$ cat src/rtl/jstx_pkg.sv
// Shared types and constants for the JPEG block stream transmitter.
package jstx_pkg;

    typedef enum logic [2:0] {
        IDLE,
        HDR_RD,
        HDR_WT,
        HDR_TX,
        DAT_RD,
        DAT_WT,
        DAT_TX,
        DONE
    } state_t;

    localparam logic [15:0] EOI_MARKER = 16'hFFD9;
    localparam int          BLK_DIM    = 8;

endpackage

$ cat src/rtl/jstx_blk_addr_gen.sv
// 8x8 block-raster address generator for the encoder buffer. je_addr always holds
// the address of the byte to be fetched next; last_pixel flags the final byte of the frame.
module jstx_blk_addr_gen
    import jstx_pkg::*;
#(
    parameter int IMG_W = 320,
    parameter int IMG_H = 200,
    parameter int BPP   = 2,
    parameter int JE_AW = 17
) (
    input  logic             clk,
    input  logic             reset,
    input  logic             clear,
    input  logic             step,
    output logic [JE_AW-1:0] je_addr,
    output logic             last_pixel
);

    localparam logic [2:0]  CNT_LAST  = 3'(BLK_DIM - 1);
    localparam logic [1:0]  BYTE_LAST = 2'(BPP - 1);
    localparam logic [15:0] W16       = 16'(IMG_W);
    localparam logic [15:0] H16       = 16'(IMG_H);
    localparam logic [15:0] BLK16     = 16'(BLK_DIM);

    logic [15:0]      row_base_reg, row_base_next;
    logic [15:0]      col_base_reg, col_base_next;
    logic [2:0]       row_reg, row_next;
    logic [2:0]       col_reg, col_next;
    logic [1:0]       byte_reg, byte_next;
    logic [JE_AW-1:0] je_addr_reg, je_addr_next;

    // Rows of a block stop early when the block hangs over the bottom image edge.
    always_comb begin
        row_base_next = row_base_reg;
        col_base_next = col_base_reg;
        row_next      = row_reg;
        col_next      = col_reg;
        byte_next     = byte_reg;
        if (byte_reg != BYTE_LAST) begin
            byte_next = byte_reg + 2'd1;
        end else begin
            byte_next = 2'd0;
            if (col_reg != CNT_LAST) begin
                col_next = col_reg + 3'd1;
            end else begin
                col_next = 3'd0;
                if (row_reg != CNT_LAST && (row_base_reg + 16'(row_reg) + 16'd1) < H16) begin
                    row_next = row_reg + 3'd1;
                end else begin
                    row_next = 3'd0;
                    if (col_base_reg + BLK16 < W16) begin
                        col_base_next = col_base_reg + BLK16;
                    end else begin
                        col_base_next = 16'd0;
                        row_base_next = row_base_reg + BLK16;
                    end
                end
            end
        end
        je_addr_next = JE_AW'(((int'(row_base_next) + int'(row_next)) * IMG_W
                              + int'(col_base_next) + int'(col_next)) * BPP
                              + int'(byte_next));
    end

    always_ff @(posedge clk) begin
        if (reset || clear) begin
            row_base_reg <= 16'd0;
            col_base_reg <= 16'd0;
            row_reg      <= 3'd0;
            col_reg      <= 3'd0;
            byte_reg     <= 2'd0;
            je_addr_reg  <= '0;
        end else if (step) begin
            row_base_reg <= row_base_next;
            col_base_reg <= col_base_next;
            row_reg      <= row_next;
            col_reg      <= col_next;
            byte_reg     <= byte_next;
            je_addr_reg  <= je_addr_next;
        end
    end

    assign je_addr    = je_addr_reg;
    assign last_pixel = (byte_reg == BYTE_LAST) && (col_reg == CNT_LAST)
                     && (col_base_reg + BLK16 == W16)
                     && (row_base_reg + 16'(row_reg) == H16 - 16'd1);

endmodule

$ cat src/rtl/jpeg_blk_stream_tx.sv
// Streams a JPEG header ROM followed by the encoded buffer in 8x8 block order.
// Macro JSTX_EOI_STOP_EN: when defined, the frame ends early on the first FF,D9 pair.
module jpeg_blk_stream_tx
    import jstx_pkg::*;
#(
    parameter int IMG_W    = 320,
    parameter int IMG_H    = 200,
    parameter int BPP      = 2,
    parameter int HDR_SIZE = 607,
    parameter int HDR_AW   = 10,
    parameter int JE_AW    = 17
) (
    input  logic              clk,
    input  logic              reset,
    input  logic              je_done,
    input  logic              abort,
    output logic [HDR_AW-1:0] hd_addr,
    input  logic [7:0]        hd_data,
    output logic [JE_AW-1:0]  je_addr,
    input  logic [7:0]        je_data,
    output logic [7:0]        out_data,
    output logic              out_valid,
    input  logic              out_ready,
    output logic              out_last,
    output logic              busy
);

    localparam logic [HDR_AW-1:0] HDR_LAST = HDR_AW'(HDR_SIZE - 1);

    state_t            state_reg, state_next;
    logic [7:0]        out_data_reg;
    logic [HDR_AW-1:0] hd_addr_reg;
    logic              out_last_reg;
    logic              accept, last_pixel, terminal, addr_step, addr_clear;

    assign accept = out_valid && out_ready;

    always_ff @(posedge clk) begin
        if (reset) state_reg <= IDLE;
        else       state_reg <= state_next;
    end

    always_comb begin
        state_next = state_reg;
        if (abort) begin
            state_next = IDLE;
        end else begin
            case (state_reg)
                IDLE:    if (je_done) state_next = HDR_RD;
                HDR_RD:  state_next = HDR_WT;
                HDR_WT:  state_next = HDR_TX;
                HDR_TX:  if (accept) state_next = (hd_addr_reg == HDR_LAST) ? DAT_RD : HDR_RD;
                DAT_RD:  state_next = DAT_WT;
                DAT_WT:  state_next = DAT_TX;
                DAT_TX:  if (accept) state_next = out_last_reg ? DONE : DAT_RD;
                DONE:    state_next = IDLE;
                default: state_next = IDLE;
            endcase
        end
    end

    always_comb begin
        out_valid = (state_reg == HDR_TX) || (state_reg == DAT_TX);
        busy      = (state_reg != IDLE);
    end

`ifdef JSTX_EOI_STOP_EN
    // Remembers whether the last accepted byte (header or data) was 0xFF.
    logic prev_ff_reg;

    always_ff @(posedge clk) begin
        if (reset || abort || state_reg == DONE || state_reg == IDLE)
            prev_ff_reg <= 1'b0;
        else if (accept)
            prev_ff_reg <= (out_data_reg == EOI_MARKER[15:8]);
    end

    assign terminal = last_pixel || (prev_ff_reg && je_data == EOI_MARKER[7:0]);
`else
    assign terminal = last_pixel;
`endif

    always_ff @(posedge clk) begin
        if (reset) begin
            out_data_reg <= 8'h00;
            hd_addr_reg  <= '0;
            out_last_reg <= 1'b0;
        end else if (abort) begin
            hd_addr_reg  <= '0;
            out_last_reg <= 1'b0;
        end else begin
            if (state_reg == HDR_WT)
                out_data_reg <= hd_data;
            else if (state_reg == DAT_WT)
                out_data_reg <= je_data;

            // out_last is decided while the byte is captured and lives only for its TX slot.
            if (state_reg == DAT_WT)
                out_last_reg <= terminal;
            else if (accept)
                out_last_reg <= 1'b0;

            if (state_reg == DONE)
                hd_addr_reg <= '0;
            else if (state_reg == HDR_TX && accept && hd_addr_reg != HDR_LAST)
                hd_addr_reg <= hd_addr_reg + 1'b1;
        end
    end

    assign addr_step  = (state_reg == DAT_TX) && accept && !out_last_reg;
    assign addr_clear = abort || (state_reg == DONE) || (state_reg == IDLE);

    jstx_blk_addr_gen #(
        .IMG_W (IMG_W),
        .IMG_H (IMG_H),
        .BPP   (BPP),
        .JE_AW (JE_AW)
    ) u_addr_gen (
        .clk        (clk),
        .reset      (reset),
        .clear      (addr_clear),
        .step       (addr_step),
        .je_addr    (je_addr),
        .last_pixel (last_pixel)
    );

    assign out_data = out_data_reg;
    assign hd_addr  = hd_addr_reg;
    assign out_last = out_last_reg;

endmodule
$ cat config.mk
export PLATFORM = sky130hd
export DESIGN_NAME = jpeg_blk_stream_tx
export DESIGN_NICKNAME = d
export VERILOG_FILES = /design/src/rtl/jstx_pkg.sv /design/src/rtl/jstx_blk_addr_gen.sv /design/src/rtl/jpeg_blk_stream_tx.sv
export SDC_FILE = /design/constraint.sdc
export NUM_CORES = 1
export LEC_CHECK = 0
export ABC_AREA = 1
export BUFFER_PORTS_ARGS = -buffer_cell sky130_fd_sc_hd__buf_2
export CAP_MARGIN = 25
export CORE_ASPECT_RATIO = 1.2
export CORE_UTILIZATION = 60
export DETAILED_ROUTE_END_ITERATION = 8
export PLACE_DENSITY = 0.82
export SYNTH_ARGS = -nofsm -noshare
export SYNTH_HDL_FRONTEND = slang
export SYNTH_HIERARCHICAL = 1
export SYNTH_SLANG_ARGS = --single-unit
$ cat constraint.sdc
create_clock -name clk -period 10.3 [get_ports clk]
set_input_delay 0.515 -clock clk [delete_from_list [all_inputs] [get_ports clk]]
set_output_delay 0.515 -clock clk [all_outputs]
set_load 0.03 [all_outputs]
== Yosys cells after proc, flatten, opt, wreduce, memory -nomap -nowiden ==
Cells that the tools add are included.

* Output and inout port bits: 38
* Flip-flop bits (word level): 79
* Input port bits: 21
* Logic and storage cells: 91

* Equality and inequality tests: 19
* Reduce and logical (&&, ||, !) cells: 22
* Muxes and demuxes: 24
* $mul: 1
* Add/sub/neg operators: 12
* Order comparisons: 2
* Bitwise operators: 1

{| class="wikitable"
|+ Operators with widths
! kind !! number
|-
| two-way mux 16 bit || 8
|-
| adder 16 x 4 -> 16 bit, second input constant || 2
|-
| multiplier 32 x 4 -> 10 bit, second input constant || 1
|-
| two-way mux 3 bit || 9
|-
| case mux 3 bit (8 select lines) || 1
|-
| adder 16 x 3 -> 17 bit || 1
|-
| adder 17 x 3 -> 17 bit || 1
|-
| adder 16 x 1 -> 16 bit, second input constant || 1
|-
| adder 16 bit || 1
|-
| adder 16 x 3 -> 16 bit || 1
|-
| adder 16 x 4 -> 16 bit || 1
|-
| == test 16 x 8 -> 1 bit, second input constant || 1
|-
| == test 16 x 9 -> 1 bit, second input constant || 1
|-
| less-than comparator 16 x 8 -> 1 bit, second input constant || 1
|-
| less-than comparator 16 x 9 -> 1 bit, second input constant || 1
|-
| two-way mux 8 bit || 2
|-
| == test 3 bit, second input constant || 5
|-
| adder 10 x 1 -> 10 bit, second input constant || 1
|-
| == test 10 bit, second input constant || 1
|-
| inequality test 10 bit, second input constant || 1
|-
| logical AND 1 bit || 9
|-
| adder 3 x 1 -> 3 bit, second input constant || 2
|-
| == test 3 x 2 -> 1 bit, second input constant || 2
|-
| inequality test 2 bit, second input constant || 3
|-
| 17 further kinds || 24
|}

== Longest topological paths before layout ==
Gate-level depths: netlist of run 1.

* Depth in word-level cells: 12
* Depth in mapped cells: 37
* Depth with buffers taken out: 36

== Cells and area by module ==
Netlist of run 1, hierarchy kept.

{| class="wikitable"
|+ Modules (own cells, without submodules)
! module !! cells an instance !! area each (µm²) !! sequential area each (µm²) !! times used
|-
| jstx_blk_addr_gen || 761 || 4763.3 || 1061.0 || 1
|-
| jpeg_blk_stream_tx || 208 || 1345.0 || 440.4 || 1
|}

== Worst setup path before layout of run 1 ==
OpenSTA, ideal clock, no wires.

* Path kind: flip-flop to flip-flop
* Start: register u_addr_gen.row_reg[1]
* End: register u_addr_gen.je_addr_reg[16] (netlist: u_addr_gen/je_addr[16])
* Period minus slack after synthesis: 4.589 ns
* Path buffers: 1
* Setup time: 0.109 ns
* Stages on the path, launching flop included: 35
* Data required time: 10.191 ns
* Setup slack: 5.711 ns
* Arrival time: 4.480 ns
* Cell sequence: dfxtp_1 -> ha_1 -> nand3_1 -> nor2_1 -> nand2_1 -> nand2_1 -> nand2_1 -> a21oi_2 -> nor2_1 -> nand2_4 -> nand2_2 -> buf_6 -> nor2_4 -> inv_1 -> nor2_1 -> xor2_1 -> ha_1 -> ha_1 -> a21oi_1 -> nand3_1 -> nand2_1 -> inv_1 -> ha_1 -> inv_1 -> nor3_1 -> a221oi_1 -> nand3_1 -> nand2_1 -> nand2_1 -> nor2_1 -> nand3_1 -> nand2_1 -> nand3_1 -> nand2_1 -> inv_1

* Cells in the longest elaborated chain, start to end: 12
* Elaborated cells between the ends (all ways): 20
* Classes of those cells: 7 x add/sub; 1 x mul; 1 x order compare; 1 x eq/ne; 9 x mux; 1 x reduce/logical

{| class="wikitable"
|+ RTL lines
! item !! line !! text
|-
| from (decl) || jstx_blk_addr_gen.sv:27 || <nowiki>logic [2:0] row_reg, row_next;</nowiki>
|-
| from (signal assigned) || jstx_blk_addr_gen.sv:76 || <nowiki>row_reg <= row_next;</nowiki>
|-
| adder 16 x 3 -> 16 bit || jstx_blk_addr_gen.sv:47 || <nowiki>if (row_reg != CNT_LAST && (row_base_reg + 16'(row_reg) + 16'd1) < H16) begin</nowiki>
|-
| adder 16 x 1 -> 16 bit || jstx_blk_addr_gen.sv:47 ||
|-
| less-than comparator 16 x 8 -> 1 bit || jstx_blk_addr_gen.sv:47 ||
|-
| logical AND 1 bit * || jstx_blk_addr_gen.sv:47 ||
|-
| two-way mux 16 bit * || jstx_blk_addr_gen.sv:47 ||
|-
| two-way mux 16 bit * || jstx_blk_addr_gen.sv:43 || <nowiki>if (col_reg != CNT_LAST) begin</nowiki>
|-
| two-way mux 16 bit * || jstx_blk_addr_gen.sv:39 || <nowiki>if (byte_reg != BYTE_LAST) begin</nowiki>
|-
| via u_addr_gen.row_base_next[6] || jstx_blk_addr_gen.sv:25 || <nowiki>logic [15:0] row_base_reg, row_base_next;</nowiki>
|-
| adder 16 x 3 -> 17 bit * || jstx_blk_addr_gen.sv:60 || <nowiki>je_addr_next = JE_AW'(((int'(row_base_next) + int'(row_next)) * IMG_W</nowiki>
|-
| multiplier 32 x 4 -> 10 bit * || jstx_blk_addr_gen.sv:60 ||
|-
| adder 16 bit * || jstx_blk_addr_gen.sv:61 || <nowiki>+ int'(col_base_next) + int'(col_next)) * BPP</nowiki>
|-
| adder 16 x 4 -> 16 bit * || jstx_blk_addr_gen.sv:61 ||
|-
| adder 17 x 3 -> 17 bit * || jstx_blk_addr_gen.sv:62 || <nowiki>+ int'(byte_next));</nowiki>
|-
| to (signal assigned) || jstx_blk_addr_gen.sv:79 || <nowiki>je_addr_reg <= je_addr_next;</nowiki>
|-
| to (decl) || jstx_blk_addr_gen.sv:30 || <nowiki>logic [JE_AW-1:0] je_addr_reg, je_addr_next;</nowiki>
|}

The timed path passes the listed nets; every way through them passes the cells marked *.
A chain may end at the register's enable or synchronous reset.

== Worst setup path after layout of run 1 ==
* Start: register u_addr_gen.row_base_reg[3]
* End: register u_addr_gen.je_addr_reg[15] (netlist: u_addr_gen/je_addr[15])

* Cells in the longest elaborated chain, start to end: 12
* Elaborated cells between the ends (all ways): 20
* Classes of those cells: 7 x add/sub; 1 x mul; 1 x order compare; 10 x mux; 1 x reduce/logical

{| class="wikitable"
|+ RTL lines
! item !! line !! text
|-
| from (decl) || jstx_blk_addr_gen.sv:25 ||
|-
| from (signal assigned) || jstx_blk_addr_gen.sv:74 || <nowiki>row_base_reg <= row_base_next;</nowiki>
|-
| adder 16 x 3 -> 16 bit || jstx_blk_addr_gen.sv:47 ||
|-
| adder 16 x 1 -> 16 bit || jstx_blk_addr_gen.sv:47 ||
|-
| less-than comparator 16 x 8 -> 1 bit || jstx_blk_addr_gen.sv:47 ||
|-
| logical AND 1 bit || jstx_blk_addr_gen.sv:47 ||
|-
| two-way mux 16 bit * || jstx_blk_addr_gen.sv:47 ||
|-
| two-way mux 16 bit * || jstx_blk_addr_gen.sv:43 ||
|-
| two-way mux 16 bit * || jstx_blk_addr_gen.sv:39 ||
|-
| via u_addr_gen.row_base_next[5] || jstx_blk_addr_gen.sv:25 ||
|-
| adder 16 x 3 -> 17 bit * || jstx_blk_addr_gen.sv:60 ||
|-
| multiplier 32 x 4 -> 10 bit * || jstx_blk_addr_gen.sv:60 ||
|-
| adder 16 bit * || jstx_blk_addr_gen.sv:61 ||
|-
| adder 16 x 4 -> 16 bit * || jstx_blk_addr_gen.sv:61 ||
|-
| adder 17 x 3 -> 17 bit * || jstx_blk_addr_gen.sv:62 ||
|}

Marked as above.

==> metrics.yaml, run 1 <==
gp_congestion: 0.903
design_power_total_uw: 649
post_synth_num_cell_types: 43
post_layout_instance_count_excluding_filler_cells: 1153
routed-via-count: 6250
critPathMaxFanout: 12
setup-tns-final_ns: 0
place.detailed.instances: 1137
synth-edff-count: 0
setup.reg_to_reg.worst_slack_ns: 4.77
crit_path_max_incr_delay_ns: 0.49
final-setup-viol-count: 0
clock_skew_ns: 0.00670
fraction_of_synthesized_cell_area_taken_by_the_top_area_cell_type_pct: 24.6
cts_buffers: 9
arrival_ns: 5.77
worst_pin_slew_ns: 0.739
synth_top_cells_by_area: "sky130_fd_sc_hd__dfxtp_1 25%, sky130_fd_sc_hd__nand2_1 15%, sky130_fd_sc_hd__inv_1 7.8%, sky130_fd_sc_hd__nand3_1 7.5%, sky130_fd_sc_hd__ha_1 7.2%"
cts_max_path_buffers: 2
critical_path.endpoint_type: "flop"
dp.final_hpwl_um: 11800
clock_network_fraction_of_total_power_pct: 52.3
grt_setup_unrepaired: "false"
crit_slowest_cell: "sky130_fd_sc_hd__dfxtp_1"
p_comb_share_pct: 2.8
grt_start_max_net_pins: 34
yosys_most_used_dff: "sky130_fd_sc_hd__dfxtp_1"
fin_crit_sh_pct: 53.7
antenna-diode-count: 0
netlist_instances: 969
area_growth_pct: 11.5
power_switching_share_pct: 21.5
number_of_antenna_violations_at_the_first_check_in_global_routing: 0
worst_path_most_repeated_cell: "sky130_fd_sc_hd__nand2_1"
asyncSetResetFlopFracSynth_pct: 0
fmaxAchievable_ghz: 0.181
synth_largest_area_cell: "sky130_fd_sc_hd__dfxtp_1"
floorplan.die_area_um2: 10600
cp.required_ns: 10.54
worst_skew_pair.late_latency_ns: 0.34
globalRoute.totalOverflow: 0
first_iter_violations: 426
flip_flop_and_latch_count_after_synthesis: 75
cts_num_sinks: 75
sequential_element_share_of_the_synthesized_area_pct: 24.6
horizontal_die_dimension_um: 94.1
post_synthesis_instance_area_um2: 6110
tritoncts: "done"
path_clk_slew_ns: 0.06
cts-root-buf: "sky130_fd_sc_hd__clkbuf_16"
post_cts_hold_buffer_count: 0
floorplan.die.height_um: 113
route.detailed.wl_per_inst_um: 13.3
timing_hold_violations_final: 0
power.internal_uw: 509
vias_in_the_first_global_route: 5780
port-buffer-count: 58
via_per_inst: 5.42
initial_utilization_pct: 61.3
routed_wirelength_um: 15300
hold_crit_class: "flop to flop"
vdd_drop_max_v: 0.0000845
io-pin-count: 59
grt_pass1_wl_um: 25700
power_dens_cells_nw_per_um2: 95.3
detail-route-antenna-nets: 0
drc: 0
synth.net_count: 1027
timing.max_cap.violations: 0
post_cts_setup_inserts: 0
slew_violations: 0
setup.worst_path.class: "flop to flop"
dp_slack_ns: 4.93
drtPass1Iterations: 5
cts_resized: 0
synthesis.yosys.warnings: 6
cp-start-kind: "flop"
cts_max_level: 3
layout-drive-gt1-share_pct: 14.8
fin_ws_ns: 4.77
layout_min_cycle_time_ns: 5.53
post-route-util_pct: 68.4
nets: 1080
seq_power_share_pct: 44.9
avgSynthCellArea_um2: 6.30
run_status: "finished, final reports clean"
power_switching_uw: 140
power_leakage_nw: 3.20
slew-limit-headroom_pct: 50.5
gr-usage-all-layers_pct: 30.3
rows: 40
coreArea_um2: 9960
## critical path: cells and delay by family (launching register included)
family                   cells  cell delay (ns)
buffers and inverters        3             0.24
flip-flops                   1             0.49
XOR/XNOR                     2             0.48
AO/OA/AOI/OAI                5             0.78
AND/OR/NAND/NOR             19             2.19
adder cells (fa/ha/maj)      4             1.25
## power by group through the flow
stage / Clock [mW] / Combinational [mW] / Sequential (mW)
after floorplan: 0 / 0.0102 / 0.298
after global placement: 0 / 0.0170 / 0.298
after detailed placement: 0 / 0.0179 / 0.298
after CTS: 0.345 / 0.0180 / 0.291
after global routing: 0.358 / 0.0203 / 0.291
final: 0.339 / 0.0180 / 0.291
## path summary, 6_finish.rpt
| check | startpoint | endpoint | cells past startpoint |
|---|---|---|---|
| hold reg to reg | u_addr_gen/je_addr[1] | u_addr_gen/je_addr[1] | 2 |
| setup / recovery | u_addr_gen/row_base_reg[3] | u_addr_gen/je_addr[15] | 33 |
| setup reg to reg | u_addr_gen/row_base_reg[3] | u_addr_gen/je_addr[15] | 33 |
| hold / removal | u_addr_gen/je_addr[1] | u_addr_gen/je_addr[1] | 2 |
## per-layer routing
layer / up-vias / part of all wire, % / track usage (%)
met2: 183 / 50 / 54.9
met3: 36 / 4.9 / 5.49
li1: 3250 / - / -
met5: - / 0 / 0
met1: 2781 / 42 / 34.2
met4: 0 / 3.0 / 13.0
## synthesized netlist by cell type (2+ instances only)
| master | instances |
|---|---|
| sky130_fd_sc_hd__buf_6 | 3 |
| sky130_fd_sc_hd__inv_2 | 5 |
| sky130_fd_sc_hd__o21ai_0 | 55 |
| sky130_fd_sc_hd__nand3_2 | 6 |
| sky130_fd_sc_hd__nand3b_1 | 2 |
| sky130_fd_sc_hd__nand3_1 | 92 |
| sky130_fd_sc_hd__xor2_1 | 20 |
| sky130_fd_sc_hd__a31oi_1 | 2 |
| sky130_fd_sc_hd__a221oi_1 | 2 |
| sky130_fd_sc_hd__a21oi_1 | 59 |
| sky130_fd_sc_hd__ha_1 | 35 |
| sky130_fd_sc_hd__nor2_4 | 15 |
| sky130_fd_sc_hd__fa_1 | 2 |
| sky130_fd_sc_hd__clkbuf_1 | 8 |
| sky130_fd_sc_hd__xnor2_1 | 4 |
| sky130_fd_sc_hd__nor3_1 | 17 |
| sky130_fd_sc_hd__nand2_1 | 239 |
| sky130_fd_sc_hd__o21ai_1 | 4 |
| sky130_fd_sc_hd__nor2_1 | 103 |
| sky130_fd_sc_hd__o21bai_1 | 3 |
| sky130_fd_sc_hd__buf_2 | 5 |
| sky130_fd_sc_hd__o211ai_1 | 2 |
| sky130_fd_sc_hd__nand4_1 | 22 |
| sky130_fd_sc_hd__dfxtp_1 | 75 |
| sky130_fd_sc_hd__nand2_4 | 9 |
| sky130_fd_sc_hd__nand2_2 | 23 |
| sky130_fd_sc_hd__inv_1 | 127 |
| sky130_fd_sc_hd__buf_4 | 3 |
| sky130_fd_sc_hd__nor2_2 | 9 |
| sky130_fd_sc_hd__clkinv_1 | 2 |
| sky130_fd_sc_hd__nor4_1 | 4 |
## area by class of cell
type | instances | area, um^2
repair buffers | 62 | 340
clock inverters | 7 | 92.6
inverters | 134 | 503
fillers | 889 | 3150
flip-flops and latches | 75 | 1500
well taps | 126 | 158
multi-input cells | 740 | 3990
clock buffers | 9 | 225
## layout by cell type (no fill, tap or decap), types with 5 or more instances in the layout
master                        n
sky130_fd_sc_hd__nand3_2      6
sky130_fd_sc_hd__nand2_1    239
sky130_fd_sc_hd__nand3_1     92
sky130_fd_sc_hd__inv_2        5
sky130_fd_sc_hd__inv_1      127
sky130_fd_sc_hd__nor3_1      16
sky130_fd_sc_hd__buf_2       58
sky130_fd_sc_hd__nand2_4      9
sky130_fd_sc_hd__ha_1        35
sky130_fd_sc_hd__nand4_1     22
sky130_fd_sc_hd__nand2_2     23
sky130_fd_sc_hd__o21ai_0     55
sky130_fd_sc_hd__clkbuf_16    9
sky130_fd_sc_hd__nor2_1     103
sky130_fd_sc_hd__nor2_2       9
sky130_fd_sc_hd__dfxtp_1     75
sky130_fd_sc_hd__a21oi_1     59
sky130_fd_sc_hd__nor2_4      15
sky130_fd_sc_hd__xor2_1      20
## per-stage QoR
| step | cell area, um^2 | hold slack [ns] |
|---|---|---|
| CTS | 6810 | 0.460 |
| detailed placement | 6490 | 0.450 |
| global placement | 6460 | 0.447 |
| global route | 6810 | 0.478 |
| floorplan | 6110 | 0.437 |
| finish | 6810 | 0.458 |
## logic make-up (layout without fill, tap and decap cells)
| family | count (synthesis) | after routing | share of synthesized area, % |
|---|---|---|---|
| and+or+nand+nor | 546 | 546 | 42.2 |
| buffers and inverters | 154 | 212 | 10.2 |
| AOI/OAI and AO/OA | 133 | 133 | 11.8 |
| DFF | 75 | 75 | 24.6 |
| adders and majority gates | 37 | 37 | 7.82 |
| xor gates and xnor gates | 24 | 24 | 3.44 |
Power figures use the tool's default switching activity.
==> run 2: changes to the inputs <==
--- a/config.mk
+++ b/config.mk
@@ -9,9 +9,9 @@
 export BUFFER_PORTS_ARGS = -buffer_cell sky130_fd_sc_hd__buf_2
 export CAP_MARGIN = 25
 export CORE_ASPECT_RATIO = 1.2
-export CORE_UTILIZATION = 60
+export CORE_UTILIZATION = 55
 export DETAILED_ROUTE_END_ITERATION = 8
-export PLACE_DENSITY = 0.82
+export PLACE_DENSITY = 0.79
 export SYNTH_ARGS = -nofsm -noshare
 export SYNTH_HDL_FRONTEND = slang
 export SYNTH_HIERARCHICAL = 1
==> constraint.sdc (replaced) <==
create_clock -name clk -period 4.5 [get_ports clk]
set_input_delay 0.225 -clock clk [delete_from_list [all_inputs] [get_ports clk]]
set_output_delay 0.225 -clock clk [all_outputs]
set_load 0.03 [all_outputs]
==> run 2 against run 1 <==
  * Count of clock-buffer cells in the layout grew 2
  * Final cell count grew 7.5%
  * The flow now finishes with violations (DRC, setup timing)
  * Register-to-register slack lost 4.9 ns
  * Global-route usage shrank 1.0 points
  * Sequential power grew 130%
  * Combinational power grew 130%
  * Highest routed layer unchanged
  * Critical path type unchanged
  * Sequential share of layout area shrank 2.8 points
  * Clock power grew 130%
  * Power grew 130%
  * Largest cell class unchanged
  * Fmax grew 19%
  * Clock skew grew 0.0012 ns
  * Die area grew 8.9%
==> metrics.yaml, run 2 (synthesis results as in run 1) <==
run_status: "finished with violations"
failed_checks: "DRC, setup timing"
clock_network_fraction_of_total_power_pct: 52.0
cts-root-buf: "sky130_fd_sc_hd__clkbuf_16"
globalRoute.totalOverflow: 0
number_of_antenna_violations_at_the_first_check_in_global_routing: 0
routed_wirelength_um: 18300
fillers: 841
setup.worst_path.class: "flop to flop"
tritoncts: "done"
crit-reg2reg-capture: "u_addr_gen/je_addr[16]"
power_switching_share_pct: 21.0
final.hold.worst_slack_ns: 0.179
first_iter_violations: 354
post_layout_instance_count_excluding_filler_cells: 1239
critical_path.endpoint_type: "flop"
final-setup-viol-count: 3
slew-limit-headroom_pct: 66.4
worstSetupEndpoint: "u_addr_gen/je_addr[16]"
place.detailed.instances: 1209
route.detailed.wl_per_inst_um: 14.8
timing_hold_violations_final: 0
drc: 9
dp.final_hpwl_um: 12400
vias_in_the_first_global_route: 6299
slew_violations: 0
io-pin-count: 59
vdd_drop_max_v: 0.000170
clock_skew_ns: 0.00789
hold_crit_class: "primary input to flop"
grt_start_max_net_pins: 34
cts_max_level: 3
nets: 1163
worst_pin_slew_ns: 0.503
cts_max_path_buffers: 2
fin_ws_ns: -0.135
rows: 41
cp-start-kind: "flop"
cts_buffers: 9
design_power_total_mw: 1.47
power.internal_mw: 1.16
power_dens_cells_nw_per_um2: 187
power_switching_uw: 310
setup.reg_to_reg.worst_slack_ns: -0.13
floorplan.die_area_um2: 11500
horizontal_die_dimension_um: 98.2
grt_pass1_wl_um: 27700
gp_congestion: 0.961
startpoint: "u_addr_gen/row_reg[0]"
setup-tns-final_ns: -0.211
fmaxAchievable_ghz: 0.216
fin_crit_sh_pct: 103
antenna-diode-count: 0
gr-usage-all-layers_pct: 29.3
worst_path_most_repeated_cell: "sky130_fd_sc_hd__nand2_1"
detail-route-antenna-nets: 0
coreArea_um2: 10700
cell_count_of_the_worst_reg_to_reg_path: 31
power_leakage_nw: 3.73
drtPass1Iterations: 8
seq_power_share_pct: 45.2
port-buffer-count: 58
regToRegStartpoint: "u_addr_gen/row_reg[0]"
routed-via-count: 6926
post_cts_hold_buffer_count: 0
worst_skew_pair.late_latency_ns: 0.34
p_comb_share_pct: 2.8
layout.cells.most_common_list: "227 x sky130_fd_sc_hd__nand2_1, 121 x sky130_fd_sc_hd__inv_1, 90 x sky130_fd_sc_hd__nor2_1"
crit_slowest_cell: "sky130_fd_sc_hd__ha_1"
layout_min_cycle_time_ns: 4.63
initial_utilization_pct: 57.2
floorplan.die.height_um: 117
cp.required_ns: 4.74
critPathMaxFanout: 3
via_per_inst: 5.59
layout_commonest_cell: "sky130_fd_sc_hd__nand2_1"
path_clk_slew_ns: 0.06
timing.max_cap.violations: 0
crit_path_max_incr_delay_ns: 0.39
cts_num_sinks: 75
area_growth_pct: 28.9
grt_setup_unrepaired: "true"
arrival_ns: 4.88
layout-drive-gt1-share_pct: 28.4
[run 2: cell types whose count changed in the layout (fill, tap and decap cells not counted), sizes merged]
cell / before / now
buf: 62 / 145
clkbuf: 9 / 11
clkinv: 7 / 4
clkinvlp: 0 / 1
[run 2: through the flow]
step / setup WS, ns / util, % / area [um^2]
after global placement: -0.0748 / 65.7 / 7020
after detailed placement: -0.154 / 66.0 / 7040
after CTS: -0.0329 / 69.6 / 7420
after floorplan: 0.0300 / - / 6140
after global routing: -0.344 / 73.8 / 7870
final: -0.135 / 73.8 / 7870
[run 2: power groups by stage]
stage / clock (mW) / combinational [mW] / sequential, mW
after floorplan: 0 / 0.0233 / 0.682
after global routing: 0.811 / 0.0449 / 0.666
after detailed placement: 0 / 0.0406 / 0.681
after CTS: 0.778 / 0.0411 / 0.667
after global placement: 0 / 0.0386 / 0.681
final: 0.767 / 0.0411 / 0.667
[run 2: layout make-up]
| cell class | instances | area, um^2 | area share (%) |
|---|---|---|---|
| clock inverter | 5 | 77.6 | 0.985 |
| clock buffer | 11 | 233 | 2.96 |
| tap | 129 | 161 | 2.05 |
| inverter | 134 | 505 | 6.42 |
| sequential | 75 | 1510 | 19.2 |
| timing repair buffer | 145 | 978 | 12.4 |
| multi-input combinational | 740 | 4400 | 55.9 |
[run 2: worst min-delay path by stage]
stage | from | depth (start not counted) | to
floorplan | out_ready | 3 | out_last
global placement | out_data[0] | 2 | out_data[0]
detailed placement | out_data[6] | 2 | out_data[6]
CTS | reset | 2 | out_data[2]
global route | reset | 2 | out_data[6]
finish | reset | 2 | out_data[6]
[run 2: metal layers]
metal	vias to the layer above	global-route usage [%]	routed length [um]
met4	0	16.9	1100
met1	3132	32.4	6980
li1	3412	-	-
met2	288	53.3	9210
met3	94	3.75	991
met5	-	0	0
[run 2: critical path: cells and delay by family (launching register included)]
kind / cells / cell delay (ns)
compound gates: 4 / 0.64
xor+xnor: 2 / 0.33
fa+ha+maj: 4 / 1.07
buf+inv: 5 / 0.59
flops: 1 / 0.36
simple gates: 16 / 1.52
[run 2: timing repair]
| action | 4_1_cts | 5_1_grt |
|---|---|---|
| pin swaps | 6 | 51 |
| endpoints found under the hold margin | 0 | 0 |
| gates resized for setup | 18 | 90 |
| setup buffers | 1 | 13 |
| endpoints found under the setup margin | 4 | 5 |
